File: src/rtl/dac_transmitter.sv
// I2S transmitter: captures one stereo sample pair per frame and shifts it out MSB-first,
// one bit slot per clk, with the standard one-slot data delay after each word-select edge.
module dac_transmitter #(
    parameter int unsigned WIDTH = 24
) (
    input  logic                    clk,
    input  logic                    rstn,
    input  logic                    enable,
    input  logic signed [WIDTH-1:0] left_data,
    input  logic signed [WIDTH-1:0] right_data,
    output logic                    sclk,
    output logic                    lrclk,
    output logic                    sd
);

    localparam int unsigned FrameLen = 2 * WIDTH;
    localparam int unsigned CntW     = $clog2(FrameLen);

    logic [CntW-1:0]     cnt_q, cnt_d;
    logic [FrameLen-1:0] shreg_q, shreg_d;
    logic                sd_q, sd_d;
    logic                lrclk_q, lrclk_d;

    always_comb begin
        cnt_d   = '0;
        shreg_d = '0;
        sd_d    = 1'b0;
        lrclk_d = 1'b0;
        // Disabled: hold everything cleared so re-enable starts a fresh frame at slot 0.
        if (enable) begin
            lrclk_d = (cnt_q >= CntW'(WIDTH));
            sd_d    = shreg_q[FrameLen-1];
            if (cnt_q == '0) begin
                shreg_d = {left_data, right_data};
            end else begin
                shreg_d = shreg_q << 1;
            end
            if (cnt_q == CntW'(FrameLen - 1)) begin
                cnt_d = '0;
            end else begin
                cnt_d = cnt_q + CntW'(1);
            end
        end
    end

    always_ff @(posedge clk or negedge rstn) begin
        if (!rstn) begin
            cnt_q   <= '0;
            shreg_q <= '0;
            sd_q    <= 1'b0;
            lrclk_q <= 1'b0;
        end else begin
            cnt_q   <= cnt_d;
            shreg_q <= shreg_d;
            sd_q    <= sd_d;
            lrclk_q <= lrclk_d;
        end
    end

    // DAC samples on sclk rising, i.e. mid-slot on the clk falling edge.
    assign sclk  = ~clk & rstn & enable;
    assign sd    = sd_q;
    assign lrclk = lrclk_q;

endmodule

File: config.mk
export PLATFORM = sky130hd
export DESIGN_NAME = dac_transmitter
export DESIGN_NICKNAME = d
export VERILOG_FILES = /design/src/rtl/dac_transmitter.sv
export SDC_FILE = /design/constraint.sdc
export NUM_CORES = 1
export LEC_CHECK = 0
export ABC_AREA = 1
export BUFFER_PORTS_ARGS = -buffer_cell sky130_fd_sc_hd__buf_2
export CAP_MARGIN = 25
export CORE_ASPECT_RATIO = 0.5
export CORE_UTILIZATION = 40
export CTS_CLUSTER_DIAMETER = 80
export DETAILED_ROUTE_END_ITERATION = 10
export PLACE_DENSITY = 0.67
export SLEW_MARGIN = 20
export SYNTH_ARGS = -nofsm -noshare
export SYNTH_HDL_FRONTEND = slang
export SYNTH_SLANG_ARGS = --single-unit
File: constraint.sdc
create_clock -name clk -period 1.95 [get_ports clk]
set_input_delay 0.195 -clock clk [delete_from_list [all_inputs] [get_ports clk]]
set_output_delay 0.195 -clock clk [all_outputs]
set_load 0.01 [all_outputs]
==> After elaboration in Yosys (flattened, before gate mapping) <==
Cells that the tools add are included.
{ "word_totals": {"ff_bits": 56, "elab_cells": 17, "input_bits": 51} }
{ "classes": {"addsub": 1, "n_eq_ne": 1, "n_mux": 6, "reduce_logical": 1, "bitwise": 3, "order_cmp": 1} }
{ "op_table": {"columns": ["operator", "n"], "rows": [
  ["$mux W48", 2],
  ["$mux W6", 2],
  ["$add A6 B1 Y6 const B", 1],
  ["$eq A6 B6 Y1 const B", 1],
  ["$ge A6 B5 Y1 const B", 1],
  ["$logic_not A6 Y1", 1],
  ["$and A1 B1 Y1", 2],
  ["$mux W1", 2],
  ["$not A1 Y1", 1]
]} }

==> Logic depth before layout (Yosys ltp) <==
{ "depth": {"depth_word": 3, "mapped_depth": 9} }

==> impl_metrics.json <==
{
  "cts_resized": 0,
  "gp_congestion": 0.7590,
  "grt_pass1_wl_um": 10610,
  "path_buf_inv": 3,
  "slowest_stage": "nor2_1",
  "avgSynthCellArea_um2": 6.806,
  "finalSetupViolations": 0,
  "layout-drive-gt1-share_pct": 15.00,
  "multi_input_area_um2": 997.2,
  "violations": "negative hold slack",
  "p_per_area_mw_per_mm2": 878.9,
  "hold_class": "in2async",
  "drc_errors": 0,
  "relSlewSlack_pct": 52.95,
  "drv_slew": 0,
  "start_kind": "clock port",
  "holdWs_ns": -0.03006,
  "post_cts_buffers": 0,
  "io_buffer_count": 53,
  "required_ns": 1.75,
  "antenna_found_initial": 0,
  "synth_compound_area_share_pct": 0.8929,
  "drt_iter0_markers": 105,
  "clock_latency_ns": 0.41,
  "io_pins": 54,
  "start_util_pct": 41.64,
  "die_x_um": 126.2,
  "yosys_warnings": 0,
  "cpMostUsedCell": "clkbuf_16",
  "setup.worst_path.end": "sclk",
  "postCtsHoldBufs": 0,
  "dp_hpwl_um": 3997,
  "fin_ws_ns": 0.1981,
  "tns_ns": 0,
  "synth_top_family_by_area": "simple AND/OR/NAND/NOR gates",
  "yosys.area_share.simple_pct": 29.79,
  "synth_seq_area_share_pct": 45.45,
  "dr.pass1.iters": 4,
  "yosys.area_share.adder_pct": 0.8117,
  "r2r_cells": 7,
  "tightest_slew_ns": 0.7058,
  "hold_viol": 36,
  "syn_inst": 453,
  "core_area_mm2": 0.007405,
  "grt_overflow": 0,
  "reg2reg_slack_ns": 0.32,
  "path_cells": "clkbuf_16, clkbuf_16, nor2_1, buf_2",
  "syn_nets": 506,
  "cp_num_cells": 4,
  "die_h_um": 64.08,
  "clock_skew_ns": 0.003546,
  "cellLeakagePower_nw": 2.385,
  "synth_top_area_share_pct": 45.45,
  "yosysTopAreaCell": "dfrtp_1",
  "place_ws_ns": 0.3605,
  "grt_pass1_vias": 2345,
  "area_growth_pct": 19.03,
  "grt_max_degree": 57,
  "muxShareOfSynthArea_pct": 0,
  "layout_common_cells": "151 x inv_1, 105 x nand2_1, 56 x nor2_1, 56 x dfrtp_1, 53 x buf_2",
  "ys_types": 16,
  "synth_xor_xnor_area_share_pct": 0.2841,
  "wl_um": 6285,
  "arrival_ns": 1.56,
  "maxCapViolations": 0,
  "reg2reg_to": "shreg_q[27]$_DFF_PN0_",
  "nets": 552,
  "die-area_mm2": 0.008084,
  "path_clk_slew_ns": 0.07,
  "num_vias": 2618,
  "crit_family": "buffers and inverters",
  "path_class": "clk2out",
  "path_max_fanout": 2,
  "wire_per_inst_um": 10.55,
  "ff_latch_area_mm2": 0.001401,
  "antenna_cells": 0,
  "r2r_start": "cnt_q[0]$_DFF_PN0_",
  "synthTopCellsByArea": "dfrtp_1 45%, inv_1 18%, nand2_1 13%, nand4_1 9.5%, nor2_1 6.9%",
  "netlist_area_mm2": 0.003083,
  "cts_tree": "done",
  "end_kind": "primary output",
  "final_common_cell": "inv_1",
  "vdd_ir_drop_max_uv": 412.6,
  "grt_usage_pct": 17.05,
  "rsz0062_at_grt": "false",
  "via_per_inst": 4.393,
  "drt.antenna.violating_nets": 0,
  "critPathMaxStageDelay_ns": 0.17,
  "status": "finished with violations",
  "row_count": 22,
  "fillers": 761,
  "synth_seq_cells": 56,
  "crit_start": "clk"
}
==> routing by layer <==
metal | up-vias | GRT usage [%] | routed length [µm]
li1 | 1381 | - | -
met5 | - | 0 | 0
met1 | 1191 | 21.41 | 2995
met2 | 39 | 27.62 | 2954
met3 | 7 | 4.941 | 277
met4 | 0 | 7.380 | 58
==> metrics by stage <==
| stage | cells | utilization (%) | cell area, µm² | power [mW] | hold WS, ns |
|---|---|---|---|---|---|
| after CTS | 596 | 49.56 | 3670 | 3.268 | 0.01142 |
| after global placement | 585 | 46.33 | 3431 | 1.913 | 0.3368 |
| final | 596 | 49.56 | 3670 | 3.225 | -0.03006 |
| after global routing | 596 | 49.56 | 3670 | 3.428 | 0.02707 |
| after detailed placement | 585 | 46.33 | 3431 | 1.929 | 0.3368 |
| after floorplan | 453 | - | 3083 | 1.758 | -0.1006 |
==> cells in the mapped netlist, drive strengths merged <==
| master | count |
|---|---|
| o21ai | 4 |
| nand3 | 2 |
| ha | 2 |
| buf | 22 |
| nand2 | 105 |
| nand4 | 47 |
| a21boi | 1 |
| nor2 | 58 |
| clkbuf | 4 |
| xor2 | 1 |
| inv | 151 |
| dfrtp | 56 |
==> kinds of logic (layout without fill, tap and decap cells) <==
logic type / count (synthesis) / in the layout
simple gates: 212 / 212
buf+inv: 177 / 224
flops: 56 / 56
compound gates: 5 / 5
fa+ha+maj: 2 / 2
xor+xnor: 1 / 1
==> where the power goes <==
part	internal, mW	switching [mW]
logic	0.217	0.358
clock network	0.872	0.462
registers	1.28	0.0361
total	2.37	0.856
==> final cells by class <==
class	count	share of cell area, %
clock buffer	10	5.694
sequential	56	38.19
clock inverter	2	0.9547
timing repair buffer	61	9.274
inverter	151	15.44
tap	96	3.273
multi-input combinational	220	27.17
==> worst min path at each step <==
| stage | start | endpoint | slack (ns) | depth (start not counted) |
|---|---|---|---|---|
| after floorplan | rstn | cnt_q[0]$_DFF_PN0_ | -0.10 | 0 |
| after CTS | right_data[0] | shreg_q[0]$_DFF_PN0_ | 0.01 | 3 |
| after global placement | clk | sclk | 0.34 | 2 |
| after detailed placement | clk | sclk | 0.34 | 2 |
| after global routing | right_data[0] | shreg_q[0]$_DFF_PN0_ | 0.03 | 3 |
| final | rstn | shreg_q[23]$_DFF_PN0_ | -0.03 | 2 |
==> registers in the layout, indices dropped and copies added (netlist names) <==
name,count
lrclk,1
cnt_q,6
shreg_q,48
sd,1
No activity file was read; power rests on OpenSTA's default activity.
